--- config.mk ---
export PLATFORM = sky130hd
export DESIGN_NAME = ps2_kbd_event_ctrl
export DESIGN_NICKNAME = d
export VERILOG_FILES = /design/src/rtl/ps2_kbd_event_ctrl.sv
export SDC_FILE = /design/constraint.sdc
export NUM_CORES = 1
export LEC_CHECK = 0
export ABC_CLOCK_PERIOD_IN_PS = 3500
export BUFFER_PORTS_ARGS = -buffer_cell sky130_fd_sc_hd__buf_2
export CELL_PAD_IN_SITES_DETAIL_PLACEMENT = 0
export CELL_PAD_IN_SITES_GLOBAL_PLACEMENT = 1
export CORE_ASPECT_RATIO = 1.5
export CORE_MARGIN = 4
export CORE_UTILIZATION = 25
export DETAILED_ROUTE_END_ITERATION = 8
export GPL_TIMING_DRIVEN = 0
export PLACE_DENSITY_LB_ADDON = 0.08
export SETUP_SLACK_MARGIN = 0.5
export SLEW_MARGIN = 20
export SYNTH_ARGS = -nofsm -noshare
export SYNTH_HDL_FRONTEND = slang
export SYNTH_SLANG_ARGS = --single-unit
--- constraint.sdc ---
create_clock -name clk_i -period 3.5 [get_ports clk_i]
set_input_delay 0.175 -clock clk_i [delete_from_list [all_inputs] [get_ports clk_i]]
set_output_delay 0.175 -clock clk_i [all_outputs]
set_load 0.1 [all_outputs]
--- src/rtl/ps2_kbd_event_ctrl.sv ---
// ps2_kbd_event_ctrl
// Decodes PS/2 scan-code strobes (E0/F0 prefixes) into 10-bit key events
// {brk, ext, code}, buffers them in a FIFO and exposes DATA/STATUS/CTRL
// registers plus a level interrupt to the CPU bus.
//
// Optional build macro: PS2_TYPEMATIC_FILTER_EN
//   When defined, repeated make events for the key already held down
//   (typematic auto-repeat) are suppressed before they reach the FIFO.
//
// Bus handshake: re_i / we_i are single-cycle strobes qualified by addr_i.
// A read strobe is always accepted; rdata_o carries the answer on the
// following cycle and holds it until the next read strobe. A DATA read
// pops the FIFO in the strobe cycle when the FIFO is not empty.
module ps2_kbd_event_ctrl #(
   parameter int FIFO_DEPTH        = 8,
   parameter int CLK_FREQ          = 10_000_000,
   parameter int PREFIX_TIMEOUT_US = 2000
) (
   input  logic        clk_i,
   input  logic        rst_i,
   input  logic        code_valid_i,
   input  logic [7:0]  code_i,
   input  logic [1:0]  addr_i,
   input  logic        we_i,
   input  logic        re_i,
   input  logic [31:0] wdata_i,
   output logic [31:0] rdata_o,
   output logic        irq_o
);

   // ------------------------------------------------------------------
   // Derived constants
   // ------------------------------------------------------------------
   localparam int PTR_W = $clog2(FIFO_DEPTH);
   localparam int CNT_W = PTR_W + 1;

   // Prefix timeout in clock cycles, computed in 64 bits to avoid overflow.
   localparam longint TO_RAW   = (longint'(PREFIX_TIMEOUT_US) * longint'(CLK_FREQ))
                                 / longint'(1_000_000);
   localparam longint TO_LIMIT = (TO_RAW < 1) ? longint'(1) : TO_RAW;
   localparam int     TO_W     = $clog2(TO_LIMIT + 1);
   localparam logic [TO_W-1:0] TO_LAST = TO_W'(TO_LIMIT - 1);

   localparam logic [7:0] CODE_EXT = 8'hE0;
   localparam logic [7:0] CODE_BRK = 8'hF0;

   localparam logic [1:0] ADDR_DATA   = 2'd0;
   localparam logic [1:0] ADDR_STATUS = 2'd1;
   localparam logic [1:0] ADDR_CTRL   = 2'd2;

   // Encoding doubles as the STATUS[5:4] state field.
   typedef enum logic [1:0] {
      S_IDLE    = 2'd0,
      S_EXT     = 2'd1,
      S_BRK     = 2'd2,
      S_EXT_BRK = 2'd3
   } state_t;

   // ------------------------------------------------------------------
   // Declarations
   // ------------------------------------------------------------------
   state_t            state;
   state_t            dec_state;
   logic [TO_W-1:0]   to_cnt;
   logic              dec_emit;
   logic [9:0]        dec_evt;
   logic              filt_emit;
   logic              push_q;
   logic [9:0]        evt_q;

   logic              enable;
   logic              irq_en;
   logic              overflow;

   logic [9:0]        mem [FIFO_DEPTH];
   logic [PTR_W-1:0]  wr_ptr;
   logic [PTR_W-1:0]  rd_ptr;
   logic [CNT_W-1:0]  count;
   logic [CNT_W-1:0]  count_nxt;

   logic              empty;
   logic              full;
   logic              pop;
   logic              push_ok;
   logic              drop;
   logic              flush;
   logic              ctrl_wr;
   logic              ovf_clr;
   logic              irq_en_nxt;
   logic [31:0]       status_word;
   logic [31:0]       ctrl_word;

   // ------------------------------------------------------------------
   // Register-access decode
   // ------------------------------------------------------------------
   assign ctrl_wr    = we_i && (addr_i == ADDR_CTRL);
   assign flush      = ctrl_wr && wdata_i[2];
   assign ovf_clr    = we_i && (addr_i == ADDR_STATUS) && wdata_i[2];
   assign irq_en_nxt = ctrl_wr ? wdata_i[1] : irq_en;

   assign empty   = (count == '0);
   assign full    = (count == CNT_W'(FIFO_DEPTH));
   assign pop     = re_i && (addr_i == ADDR_DATA) && !empty && !flush;
   // A pop in the same cycle frees the slot, so a push into a full FIFO
   // is still accepted when the CPU is reading.
   assign push_ok = push_q && (!full || pop) && !flush;
   assign drop    = push_q && full && !pop && !flush;

   assign status_word = {16'd0, 8'(count), 2'b00, 2'(state), 1'b0,
                         overflow, full, !empty};
   assign ctrl_word   = {30'd0, irq_en, enable};

   // ------------------------------------------------------------------
   // Scan-code decode: next state and event for the current strobe
   // ------------------------------------------------------------------
   always_comb begin
      dec_state = state;
      dec_emit  = 1'b0;
      dec_evt   = {2'b00, code_i};
      case (state)
         S_IDLE: begin
            if (code_i == CODE_EXT) begin
               dec_state = S_EXT;
            end else if (code_i == CODE_BRK) begin
               dec_state = S_BRK;
            end else begin
               dec_emit = 1'b1;
               dec_evt  = {2'b00, code_i};
            end
         end
         S_EXT: begin
            if (code_i == CODE_BRK) begin
               dec_state = S_EXT_BRK;
            end else if (code_i == CODE_EXT) begin
               dec_state = S_EXT;
            end else begin
               dec_emit  = 1'b1;
               dec_evt   = {2'b01, code_i};
               dec_state = S_IDLE;
            end
         end
         S_BRK: begin
            // After a break prefix every byte is taken as the key code.
            dec_emit  = 1'b1;
            dec_evt   = {2'b10, code_i};
            dec_state = S_IDLE;
         end
         S_EXT_BRK: begin
            dec_emit  = 1'b1;
            dec_evt   = {2'b11, code_i};
            dec_state = S_IDLE;
         end
         default: begin
            dec_state = S_IDLE;
         end
      endcase
   end

`ifdef PS2_TYPEMATIC_FILTER_EN
   // ------------------------------------------------------------------
   // Typematic filter: remember the last make key, drop its repeats
   // ------------------------------------------------------------------
   logic       lm_valid;
   logic [8:0] lm_key;
   logic       lm_match;

   assign lm_match  = lm_valid && (lm_key == dec_evt[8:0]);
   assign filt_emit = dec_emit && !(!dec_evt[9] && lm_match);

   // Track the held key: new make replaces it, matching break releases it.
   always_ff @(posedge clk_i or posedge rst_i) begin
      if (rst_i) begin
         lm_valid <= 1'b0;
         lm_key   <= '0;
      end else if (flush) begin
         lm_valid <= 1'b0;
         lm_key   <= '0;
      end else if (code_valid_i && enable && dec_emit) begin
         if (!dec_evt[9]) begin
            if (!lm_match) begin
               lm_valid <= 1'b1;
               lm_key   <= dec_evt[8:0];
            end
         end else if (lm_match) begin
            lm_valid <= 1'b0;
         end
      end
   end
`else
   assign filt_emit = dec_emit;
`endif

   // ------------------------------------------------------------------
   // Decoder FSM with prefix timeout; registers the event to push
   // ------------------------------------------------------------------
   always_ff @(posedge clk_i or posedge rst_i) begin
      if (rst_i) begin
         state  <= S_IDLE;
         to_cnt <= '0;
         push_q <= 1'b0;
         evt_q  <= '0;
      end else begin
         push_q <= 1'b0;
         if (flush) begin
            state  <= S_IDLE;
            to_cnt <= '0;
         end else if (code_valid_i) begin
            // Any strobe restarts the timeout window, even while disabled.
            to_cnt <= '0;
            if (enable) begin
               state  <= dec_state;
               push_q <= filt_emit;
               evt_q  <= dec_evt;
            end
         end else if (state == S_IDLE) begin
            to_cnt <= '0;
         end else if (to_cnt == TO_LAST) begin
            // Abandon a half-received sequence; nothing is pushed.
            state  <= S_IDLE;
            to_cnt <= '0;
         end else begin
            to_cnt <= to_cnt + TO_W'(1);
         end
      end
   end

   // ------------------------------------------------------------------
   // FIFO occupancy next value (shared by the FIFO and the interrupt)
   // ------------------------------------------------------------------
   always_comb begin
      count_nxt = count;
      if (flush) begin
         count_nxt = '0;
      end else if (push_ok && !pop) begin
         count_nxt = count + CNT_W'(1);
      end else if (pop && !push_ok) begin
         count_nxt = count - CNT_W'(1);
      end
   end

   // FIFO pointers and count; pointers wrap naturally at power-of-two depth.
   always_ff @(posedge clk_i or posedge rst_i) begin
      if (rst_i) begin
         wr_ptr <= '0;
         rd_ptr <= '0;
         count  <= '0;
      end else if (flush) begin
         wr_ptr <= '0;
         rd_ptr <= '0;
         count  <= '0;
      end else begin
         if (push_ok) begin
            wr_ptr <= wr_ptr + PTR_W'(1);
         end
         if (pop) begin
            rd_ptr <= rd_ptr + PTR_W'(1);
         end
         count <= count_nxt;
      end
   end

   // FIFO storage; contents are don't-care until written.
   always_ff @(posedge clk_i) begin
      if (push_ok) begin
         mem[wr_ptr] <= evt_q;
      end
   end

   // CTRL bits and sticky overflow; a dropped push beats a clear.
   always_ff @(posedge clk_i or posedge rst_i) begin
      if (rst_i) begin
         enable   <= 1'b1;
         irq_en   <= 1'b0;
         overflow <= 1'b0;
      end else begin
         if (ctrl_wr) begin
            enable <= wdata_i[0];
            irq_en <= wdata_i[1];
         end
         if (drop) begin
            overflow <= 1'b1;
         end else if (ovf_clr) begin
            overflow <= 1'b0;
         end
      end
   end

   // Registered read data; holds between read strobes.
   always_ff @(posedge clk_i or posedge rst_i) begin
      if (rst_i) begin
         rdata_o <= '0;
      end else if (re_i) begin
         case (addr_i)
            ADDR_DATA:   rdata_o <= empty ? 32'd0 : {1'b1, 21'd0, mem[rd_ptr]};
            ADDR_STATUS: rdata_o <= status_word;
            ADDR_CTRL:   rdata_o <= ctrl_word;
            default:     rdata_o <= 32'd0;
         endcase
      end
   end

   // Level interrupt from next-cycle occupancy so it drops right after the
   // emptying pop and rises as soon as an event lands.
   always_ff @(posedge clk_i or posedge rst_i) begin
      if (rst_i) begin
         irq_o <= 1'b0;
      end else begin
         irq_o <= irq_en_nxt && (count_nxt != '0);
      end
   end

endmodule

==> Word level (Yosys, flattened, before mapping) <==
Memory sizes are Yosys's and may differ from the RTL's.
Index checks and enable logic that the tools add are counted.
{ "op_classes": {"add_sub_neg": 5, "n_eq_ne": 12, "n_mux": 40, "bitwise_logic": 1, "reduce_logical": 32} }
{ "ops": {"columns": ["op", "count"], "rows": [
  ["$pmux 32 s3", 1],
  ["$mux 15", 4],
  ["$pmux 10 s4", 1],
  ["$mux 32", 1],
  ["$mux 9", 2],
  ["$eq 8x8->1 const B", 2],
  ["$mux 2", 8],
  ["$mux 4", 4],
  ["$add 15x1->15 const B", 1],
  ["$eq 15x15->1 const B", 1],
  ["$logic_and 1x1->1", 15],
  ["$mux 1", 13],
  ["$mux 3", 4],
  ["$add 3x1->3 const B", 2],
  ["$eq 2x2->1 const B", 3],
  ["$pmux 2 s3", 1],
  ["$reduce_bool 2->1", 3],
  ["$logic_not 1->1", 5],
  ["$ne 5x5->1 const B", 1],
  ["$add 4x1->4 const B", 1],
  ["$eq 2x1->1 const B", 2],
  ["$eq 4x4->1 const B", 1],
  ["$logic_not 2->1", 2],
  ["$logic_not 4->1", 1],
  ["11 further kinds", 11]
]} }
{ "totals": {"regBits": 74, "ram_bits": 80, "input_bits": 47, "out_inout_bits": 33, "elab_cells": 103, "memories": 1} }
{ "mem_list": {"columns": ["memory", "words", "word_bits", "rd", "rd_ports_with_merged_regs", "write_ports", "line", "source"], "rows": [
  ["mem", 8, 10, 1, 0, 1, "75", "logic [9:0] mem [FIFO_DEPTH];"]
]} }

==> Logic depth before layout (Yosys ltp) <==
Gate-level depths: netlist of run 1.
{ "depth": {"depth_word": 15, "depth_mapped": 7, "depth_no_buf": 7} }

==> Worst setup path before layout of run 1 <==
OpenSTA, ideal clock, no wires.
{ "synth_path": {"kind": "flip-flop to flip-flop", "start": "reg count[1]", "end": "mem mem[0][0] (enable)", "setup_time_ns": 0.390, "t_arrival_ns": 2.114, "required_time_ns": 3.110, "path_slack_ns": 0.996, "stages_incl_launch_ff": 7, "path_buffers": 0, "synth_period_minus_slack_ns": 2.504, "path_cell_list": "dfrtp_1 > inv_1 > ha_1 > nand2b_1 > o31ai_1 > or3_1 > nor3_1"} }
{ "synth_between": {"elab_chain_cells": 9, "elab_cells_between_ends": 11, "cone_classes": "eq/ne (1); mux (2); reduce/logical (8)"} }
{ "synth_lines": {"columns": ["element", "line", "source"], "rows": [
  ["start: declaration", "78", "logic [CNT_W-1:0] count;"],
  ["start signal: assignment", "258", "count <= count_nxt;"],
  ["$logic_not 4->1", "101", "assign empty = (count == '0);"],
  ["$logic_not 1->1", "103", "assign pop = re_i && (addr_i == ADDR_DATA) && !empty && !flush;"],
  ["$logic_and 1x1->1 (2 in series)", "103", null],
  ["$logic_or 1x1->1 *", "106", "assign push_ok = push_q && (!full || pop) && !flush;"],
  ["$logic_and 1x1->1 * (2 in series)", "106", null],
  ["$mux 1 *", "264", "if (push_ok) begin"],
  ["$mux 1 (not written as such) *", "265", "mem[wr_ptr] <= evt_q;"],
  ["end: declaration", "75", null]
]} }
Mark *: on every way between the ends. The rest lies on a longest branch, timed or not.

==> Worst setup path in the final report of run 1 <==
{ "layout_path": {"start": "reg count[1]", "end": "mem mem[0][1] (enable)"} }
The elaborated chain is that of the path after synthesis.

==> results of run 1 <==
stage by stage:
| stage | cell area, sq um | utilization (%) |
|---|---|---|
| after floorplan | 5980 | - |
| after global placement | 6510 | 28.1 |
| after global routing | 7320 | 31.7 |
| after detailed placement | 6590 | 28.5 |
| after CTS | 7320 | 31.7 |
| final | 7320 | 31.7 |
power by group through the flow:
stage | Combinational (uW) | Clock, uW | Sequential [uW]
floorplan | 905 | 0 | 2490
global placement | 1540 | 0 | 2310
detailed placement | 1560 | 0 | 2320
CTS | 1570 | 2090 | 2290
global route | 1650 | 2170 | 2320
finish | 1520 | 2040 | 2280
worst max-delay path: stages (launching register included):
cell      delay, ns
dfrtp_1        0.49
inv_1          0.13
ha_1           0.24
nand2b_1       0.17
o31ai_1        0.22
or3_1          0.47
nor3_2         0.54
buf_6          0.24
kinds of logic after synthesis:
family,count (synthesis),synth area share [%]
adders and majority gates,6,1.27
xor gates and xnor gates,16,2.37
AOI/OAI and AO/OA,46,5.23
DFF,135,64.0
and+or+nand+nor,115,9.91
buffers and inverters,50,4.76
muxes,45,12.4
other,1,0.0635
layout by cell type (no fill, tap or decap), types with 8 or more instances in the layout:
master	instances
nor2_1	42
inv_1	15
conb_1	19
dfrtp_1	54
mux2_1	11
nand3_1	8
buf_2	34
nand2_1	20
mux2_2	8
clkbuf_16	17
a21oi_1	8
edfxtp_1	80
buf_4	22
xor2_1	10
mux4_2	20
sequential cells by signal (all words and copies together) (netlist names):
signal,cells
irq_o,1
enable,1
to_cnt,15
rd_ptr,3
count,4
mem,80
wr_ptr,3
evt_q,10
push_q,1
state,2
overflow,1
irq_en,1
rdata_o,13
routing by layer:
layer / routed length (um) / track usage [%] / up-vias
met1: 5990 / 13.4 / 1767
met3: 329 / 2.62 / 15
li1: - / - / 1648
met5: 0 / 0 / -
met2: 7950 / 21.3 / 44
met4: 278 / 4.04 / 0
layout make-up:
cell class	count	share of cell area [%]
Tap cell	315	5.38
Clock buffer	20	6.24
Timing Repair Buffer	37	3.37
Clock inverter	12	3.04
Sequential cell	135	51.6
Buffer	34	3.02
Multi-Input combinational cell	247	26.5
Inverter	16	0.854
worst max path at each step:
| stage | depth (start not counted) | slack (ns) | endpoint |
|---|---|---|---|
| 2_1_floorplan | 6 | 1.0 | mem[0][0] |
| 3_5_place_dp | 6 | 0.70 | mem[2][3] |
| 4_1_cts | 6 | 0.66 | mem[2][7] |
| 3_3_place_gp | 6 | -0.33 | mem[0][3] |
| 5_1_grt | 6 | 0.52 | mem[2][0] |
| 6_report | 7 | 0.71 | mem[0][1] |
==> metrics.md, run 1 <==
| Metric | Value |
|---|---|
| Run status | complete, no violations |
| Vias in the first global route | 3,785 |
| Placed Instances | 778 |
| Final Hold Vio Count | 0 |
| Reg-to-Reg Start | count[1] |
| Final max-slew violation count | 0 |
| Overflow left after global routing | 0 |
| Cts repair resizes | 0 |
| Maxcap violations | 0 |
| H-tree levels | 4 |
| Worst reg2reg setup slack | 0.71 ns |
| Post-synth top area cell | edfxtp_1 |
| FILL cells | 2,374 |
| Post-CTS setup repair buffer count | 0 |
| Die H | 196 um |
| Drt first pass iters | 4 |
| Max VDD drop | 0.000338 V |
| GPL Wtd Cong | 0.726 |
| Hpwl dp | 10,400 um |
| Footprint of the multi-input gates | 0.00194 sq mm |
| N_diodes | 0 |
| Largest net degree at the start of global routing | 36 |
| CTS tree | yes |
| Critical Path AT | 2.91 ns |
| Vias | 3,474 |
| Worst Hold Path EP | evt_q[0] |
| Worst r2r path cells | 7 |
| RSZ-0062 raised after global routing | false |
| Root buffer cell | clkbuf_16 |
| Required time of the worst setup path | 3.62 ns |
| Chip width | 134 um |
| Mapped Cells | 414 |
| Buffers on Ports | 28 |
| Crit path from | count[1] |
| Final Cycle Share | 79.7% |
| Clock net sink count | 135 |
| Hold path depth | 2 |
| RR Endpoint | mem[0][1] |
| CP endpoint kind | flop |
| Asr flop ratio synth | 40.7% |
| Mean Syn Cell Area | 14.3 sq um |
| Most area-consuming cells after synthesis | edfxtp_1 41%, dfrtp_1 23%, mux4_2 7.6%, nor2_1 3.0%, buf_4 2.7% |
| Layout Nets | 541 |
| Top post-synthesis cells by count | 80 x edfxtp_1, 54 x dfrtp_1, 48 x nor2_1, 21 x buf_4 |
| Cell Pwr Density | 798 mW/mm^2 |
| Worst-path fanout max | 8 |
| Final setup fails | 0 |
| Non-filler cells, final | 816 |
| Hold Startpoint | code_i[0] |
| Post-synth EDFFs | 80 |
| Leak | 0.00276 uW |
| Clock Power Share | 35.0% |
| First-pass GRT wire length | 22,700 um |
| Initial antenna violation count | 0 |
| Max transition margin | 44.8% |
| Min-delay worst type | in2reg |
| Yosys cell types | 56 |
| Sequential Power Share | 39.0% |
| Via-to-Cell Ratio | 4.26 |
| I/O pin total | 80 |
| Seq cells post-synth | 135 |
| Sequential share of the synthesized area | 64.0% |
| Iter 0 DRT Violations | 159 |
| Hold slack | 0.0319 ns |
| Synth Cell Area | 0.00591 sq mm |
| Worst setup margin | 0.710 ns |
| Clk buf depth | 2 |
| Sw frac | 32.8% |
| Final Power | 5840 uW |
| Int Pwr | 3920 uW |
| Total track usage | 11.7% |
| # rows | 68 |
| Final TNS setup | 0 ns |
| Initial core utilization | 25.5% |
| Top-count cell post-synth | edfxtp_1 |
| Clk_skew | 0.00629 ns |
| Critical Path Start Type | flop |
| Hold Buf Count CTS | 6 |
| DRT Wirelength | 14,500 um |
| DP Worst Slack | 0.697 ns |
| Synth top area share | 40.7% |
| Primary FF master, synth | edfxtp_1 |
| Combinational share of power | 26.1% |
| Worst slew pin tran | 0.821 ns |
| Register cell area after layout | 0.00378 sq mm |
| Worst Setup Path Type | reg2reg |
| Final ANT Viol Nets | 0 |
| Ys Warns | 0 |
| Tmin final | 2.79 ns |
| Share of post-route cells with drive strength above 1 | 26.9% |
| Die Area | 0.0262 sq mm |
| Worst-Skew Late Latency | 0.41 ns |
| Core area | 0.0231 sq mm |
| Area Overhead vs Synth | 23.9% |
| TritonCTS buffer count | 17 |
| DRC viols | 0 |
| Avg WL per Cell | 17.8 um |
| Psw | 1920 uW |
| Clk slew on worst S/H paths | 0.06 ns |
| Fmax | 358 MHz |
Power figures use the tool's default switching activity.
==> inputs of run 2 (changes only) <==
--- a/config.mk
+++ b/config.mk
@@ -5,7 +5,7 @@
 export SDC_FILE = /design/constraint.sdc
 export NUM_CORES = 1
 export LEC_CHECK = 0
-export ABC_CLOCK_PERIOD_IN_PS = 3500
+export ABC_CLOCK_PERIOD_IN_PS = 2400
 export BUFFER_PORTS_ARGS = -buffer_cell sky130_fd_sc_hd__buf_2
 export CELL_PAD_IN_SITES_DETAIL_PLACEMENT = 0
 export CELL_PAD_IN_SITES_GLOBAL_PLACEMENT = 1
==> constraint.sdc (replaced) <==
create_clock -name clk_i -period 2.4 [get_ports clk_i]
set_input_delay 0.12 -clock clk_i [delete_from_list [all_inputs] [get_ports clk_i]]
set_output_delay 0.12 -clock clk_i [all_outputs]
set_load 0.1 [all_outputs]
==> run 2 against run 1 <==
Clock power grew 21%. Non-clock buffer count grew 35. Die area is the same. First-iteration DRC count shrank 30%. Core utilization grew 2.3 points. Final cell count grew 4.3%. Worst setup slack lost 0.40 ns.
==> metrics.md, run 2 (same netlist as run 1, synthesis figures left out) <==
| Metric | Value |
|---|---|
| Run status | complete, no violations |
| Overflow left after global routing | 0 |
| Core area | 0.0231 sq mm |
| Critical Path Start Type | flop |
| Die H | 196 um |
| Root buffer cell | clkbuf_16 |
| Max transition margin | 54.3% |
| Max reg flops | 80 |
| CTS tree | yes |
| N_diodes | 0 |
| Top reg by flops | mem |
| Vias | 3,689 |
| Leak | 0.00297 uW |
| Final Power | 8550 uW |
| Worst-Skew Late Latency | 0.41 ns |
| Fmax | 478 MHz |
| CP endpoint kind | flop |
| Max VDD drop | 0.000529 V |
| Die Area | 0.0262 sq mm |
| TritonCTS buffer count | 17 |
| Avg WL per Cell | 18.8 um |
| Final setup fails | 0 |
| Hpwl dp | 10,600 um |
| Hold slack | 0.0120 ns |
| DP Worst Slack | -0.124 ns |
| DRT Wirelength | 16,000 um |
| GPL Wtd Cong | 0.703 |
| Worst-path fanout max | 4 |
| Final Hold Vio Count | 0 |
| Final max-slew violation count | 0 |
| Final TNS setup | 0 ns |
| Clk buf depth | 2 |
| Via-to-Cell Ratio | 4.33 |
| Placed Instances | 776 |
| Initial core utilization | 25.5% |
| Share of post-route cells with drive strength above 1 | 36.0% |
| Non-filler cells, final | 851 |
| RSZ-0062 raised after global routing | true |
| Worst Setup Path Type | reg2reg |
| Clk_skew | 0.00937 ns |
| Vias in the first global route | 3,961 |
| Clk slew on worst S/H paths | 0.06 ns |
| Worst setup margin | 0.307 ns |
| I/O pin total | 80 |
| Drt first pass iters | 4 |
| Tmin final | 2.09 ns |
| Buffers on Ports | 28 |
| Final Cycle Share | 87.2% |
| Iter 0 DRT Violations | 111 |
| Min-delay worst type | in2reg |
| Final ANT Viol Nets | 0 |
| Area Overhead vs Synth | 33.1% |
| Cell Pwr Density | 1090 mW/mm^2 |
| Initial antenna violation count | 0 |
| Commonest non-fill, non-tap cell in the layout | edfxtp_1 |
| DRC viols | 0 |
| Worst slew pin tran | 0.685 ns |
| Total track usage | 12.9% |
| Required time of the worst setup path | 2.69 ns |
| Largest net degree at the start of global routing | 41 |
| Largest regs | mem (80), to_cnt (15), rdata_o (13) |
| Critical Path AT | 2.38 ns |
| Commonest non-fill, non-tap cells in the layout | 80 x edfxtp_1, 51 x dfrtp_1, 41 x nor2_1 |
| Maxcap violations | 0 |
| H-tree levels | 4 |
| # rows | 68 |
| Clock net sink count | 135 |
| Chip width | 134 um |
| First-pass GRT wire length | 24,600 um |
| Layout Nets | 576 |
## run 2: cell count changes in the layout (fill, tap and decap cells not counted), moves of 4 or more
cell	previous run	this run
buf_4	22	36
buf_12	0	9
buf_6	2	9
nor2_4	0	7
nor2_2	6	0
bufinv_16	6	1
dlygate4sd3_1	6	10
## run 2: final timing paths
path / start / end / slack (ns) / cells after the start
min in group asynchronous: rst_i / to_cnt[14] / 0.19 / 3
setup reg to reg: count[1] / irq_o / 0.31 / 7
max in group asynchronous: rst_i / enable / 1.67 / 4
setup / recovery: count[1] / irq_o / 0.31 / 7
hold reg to reg: rdata_o[1] / rdata_o[1] / 0.52 / 2
hold / removal: wdata_i[1] / irq_en / 0.01 / 2
## run 2: final cells by class
type,instances,area [sq um]
fill,2315,15300
clock buffer,21,460
clock inverter,11,101
sequential,135,3780
multi-input combinational,247,2110
tap,315,394
buffer,34,250
inverter,16,62.6
timing repair buffer,72,702
## run 2: worst max-delay path: stages, from the launching register on
cell	delay [ns]
dfrtp_2	0.43
inv_2	0.08
ha_4	0.14
or3b_4	0.39
o21ai_2	0.07
a32oi_2	0.13
mux2_4	0.32
o41a_1	0.41
## run 2: timing repair
action	in CTS	in global routing
pin swaps	15	2
gates cloned	3	0
endpoints found under the hold margin	63	0
hold buffers	10	0
setup endpoints to repair	101	100
buffers inserted	28	2
resized for setup	33	12
## run 2: through the flow
step	utilization (%)	area [sq um]
4_1_cts	33.7	7800
2_1_floorplan	-	6070
5_1_grt	34.0	7870
3_3_place_gp	28.5	6600
3_5_place_dp	28.7	6640
6_report	34.0	7870
## run 2: per-layer routing
layer / part of all wire (%) / routed length (um) / global-route usage [%]
met4: 1.7 / 270 / 4.84
met1: 39 / 6240 / 14.3
met2: 57 / 9130 / 24.5
met3: 2.3 / 375 / 2.33
met5: 0 / 0 / 0
## run 2: power breakdown
part / total (uW) / leakage, uW / switching, uW / internal, uW
Clock: 2460 / 0.000267 / 976 / 1480
Sequential: 3360 / 0.00143 / 422 / 2940
Combinational: 2730 / 0.00127 / 1600 / 1130
Total: 8550 / 0.00297 / 3000 / 5550
==> inputs of run 3 (changes only) <==
--- a/config.mk
+++ b/config.mk
@@ -6,13 +6,13 @@
 export NUM_CORES = 1
 export LEC_CHECK = 0
 export ABC_CLOCK_PERIOD_IN_PS = 2400
-export BUFFER_PORTS_ARGS = -buffer_cell sky130_fd_sc_hd__buf_2
 export CELL_PAD_IN_SITES_DETAIL_PLACEMENT = 0
 export CELL_PAD_IN_SITES_GLOBAL_PLACEMENT = 1
 export CORE_ASPECT_RATIO = 1.5
 export CORE_MARGIN = 4
 export CORE_UTILIZATION = 25
 export DETAILED_ROUTE_END_ITERATION = 8
+export DONT_BUFFER_PORTS = 1
 export GPL_TIMING_DRIVEN = 0
 export PLACE_DENSITY_LB_ADDON = 0.08
 export SETUP_SLACK_MARGIN = 0.5
==> run 3 against run 2 <==
Sequential power up 12%. Die area unchanged. Non-clock buffer count down 29. Register-to-register slack about the same. Clock skew up 0.00066 ns. Critical path type unchanged. Largest power group unchanged. Highest routed layer unchanged.
==> metrics.md, run 3 (same netlist as run 1, synthesis figures left out) <==
| Metric | Value |
|---|---|
| Footprint of the multi-input gates | 0.00208 sq mm |
| Critical path's largest stage delay | 0.42 ns |
| Share of post-route cells with drive strength above 1 | 31.4% |
| I/O pin total | 80 |
| Critical Path AT | 2.39 ns |
| Buf/Inv on CP | 1 |
| Vias in the first global route | 3,894 |
| Via-to-Cell Ratio | 4.37 |
| Commonest non-fill, non-tap cell in the layout | edfxtp_1 |
| Die H | 196 um |
| CP cell instances | inv_2 > ha_4 > or3b_4 > o21ai_2 > a32oi_2 > mux2_4 > o41a_1 |
| Clk slew on worst S/H paths | 0.06 ns |
| Largest regs | mem (80), to_cnt (15), rdata_o (13) |
| Final max-slew violation count | 0 |
| First-pass GRT wire length | 23,900 um |
| Register cell area after layout | 0.00378 sq mm |
| Combinational share of power | 26.0% |
| Sequential Power Share | 43.1% |
| Max reg flops | 80 |
| Int Pwr | 5690 uW |
| Worst-Skew Late Latency | 0.42 ns |
| Clk_skew | 0.0100 ns |
| Tmin final | 2.09 ns |
| Total track usage | 12.5% |
| Root buffer cell | clkbuf_16 |
| Sw frac | 34.8% |
| Initial antenna violation count | 0 |
| FILL cells | 2,315 |
| Clock Power Share | 30.9% |
| Iter 0 DRT Violations | 180 |
| Final Cycle Share | 87.2% |
| RSZ-0062 raised after global routing | true |
| Area Overhead vs Synth | 31.2% |
| Chip width | 134 um |
| Largest net degree at the start of global routing | 37 |
| Worst-path fanout max | 4 |
| Vias | 3,590 |
| Util after Layout | 33.5% |
| Avg WL per Cell | 19.5 um |
| TritonCTS buffer count | 17 |
| H-tree levels | 4 |
| Delay-heaviest family, CP | compound AO/OA/AOI/OAI gates |
| Maxcap violations | 0 |
| Critical Path Start Type | flop |
| Final setup fails | 0 |
| Leak | 0.00286 uW |
| N_diodes | 0 |
| Core area | 0.0231 sq mm |
| Final Hold Vio Count | 0 |
| DRT Wirelength | 16,000 um |
| Final ANT Viol Nets | 0 |
| Buffers on Ports | 0 |
| CP endpoint kind | flop |
| Layout Nets | 547 |
| CP max-delay cell | dfrtp_2 |
| Worst Setup Path Type | reg2reg |
| Overflow left after global routing | 0 |
| Max VDD drop | 0.000539 V |
| Die Area | 0.0262 sq mm |
| Clock net sink count | 135 |
| CTS tree | yes |
| Run status | complete, no violations |
| Cell Pwr Density | 1120 mW/mm^2 |
| Final TNS setup | 0 ns |
| Required time of the worst setup path | 2.70 ns |
| Max transition margin | 35.7% |
| Top reg by flops | mem |
| Initial core utilization | 25.5% |
| Fmax | 478 MHz |
| Min-delay worst type | in2reg |
| # rows | 68 |
| Clk buf depth | 2 |
| DRC viols | 0 |
| Hpwl dp | 10,400 um |
| Worst slew pin tran | 0.965 ns |
| GPL Wtd Cong | 0.719 |
| Drt first pass iters | 4 |
| Commonest non-fill, non-tap cells in the layout | 80 x edfxtp_1, 50 x dfrtp_1, 42 x nor2_1 |
| Psw | 3030 uW |
## run 3: cell types whose count changed in the layout (fill, tap and decap cells not counted), sizes merged
cell | before | now
buf | 90 | 55
dlygate4sd3 | 10 | 14
inv | 17 | 20
bufinv | 1 | 3
clkbuf | 27 | 26
clkinv | 6 | 5
clkinvlp | 3 | 2
## run 3: metrics by stage
stage / cell area [sq um] / total power (uW) / worst slack [ns] / hold WS [ns] / cells
6_report: 7750 / 8720 / 0.307 / 0.0181 / 822
2_1_floorplan: 6070 / 5070 / 0.395 / 0.252 / 432
5_1_grt: 7750 / 9170 / 0.250 / 0.0176 / 822
3_5_place_dp: 6490 / 5660 / -0.351 / -0.0132 / 748
4_1_cts: 7530 / 8650 / 0.294 / 0.00528 / 812
3_3_place_gp: 6460 / 5630 / -0.321 / 0.254 / 747
## run 3: power groups by stage
stage / registers, uW / clock network, uW / logic (uW)
final: 3760 / 2690 / 2270
after global routing: 3830 / 2880 / 2460
after CTS: 3790 / 2770 / 2080
after detailed placement: 3850 / 0 / 1810
after global placement: 3830 / 0 / 1800
after floorplan: 3650 / 0 / 1420
## run 3: worst register-to-register path: stages, from the launching register on
cell and delay [ns]:
dfrtp_2 0.42, inv_2 0.08, ha_4 0.14, or3b_4 0.39
o21ai_2 0.08, a32oi_2 0.15, mux2_4 0.34, o41a_1 0.37
## run 3: what timing repair did
action / in CTS / in global routing
hold buffers: 14 / 0
setup endpoints to repair: 103 / 100
pin swaps: 11 / 4
endpoints found under the hold margin: 69 / 0
cloned: 0 / 4
buffers inserted: 18 / 6
gates resized for setup: 20 / 16
## run 3: final timing paths
path                       depth (start not counted)  slack (ns)      start         to
max                                                7        0.31   count[1]      irq_o
min                                                2        0.02       we_i     enable
max reg2reg                                        7        0.31   count[1]      irq_o
min reg2reg                                        1        0.48  to_cnt[0]  to_cnt[0]
max in group asynchronous                          3        1.70      rst_i     enable
min in group asynchronous                          2        0.14      rst_i   count[1]
## run 3: area by class of cell
type	instances	share of cell area (%)
buffer	34	3.23
multi-input combinational	247	26.9
clock inverter	14	2.24
tap	315	5.08
clock buffer	18	5.53
inverter	16	0.839
timing repair buffer	43	7.39
sequential	135	48.8
## run 3: metal layers
| layer | vias up | wire [um] | GRT usage (%) |
|---|---|---|---|
| li1 | 1666 | - | - |
| met1 | 1845 | 6460 | 13.9 |
| met2 | 61 | 8800 | 22.8 |
| met3 | 18 | 477 | 3.16 |
| met4 | 0 | 309 | 4.92 |
| met5 | - | 0 | 0 |
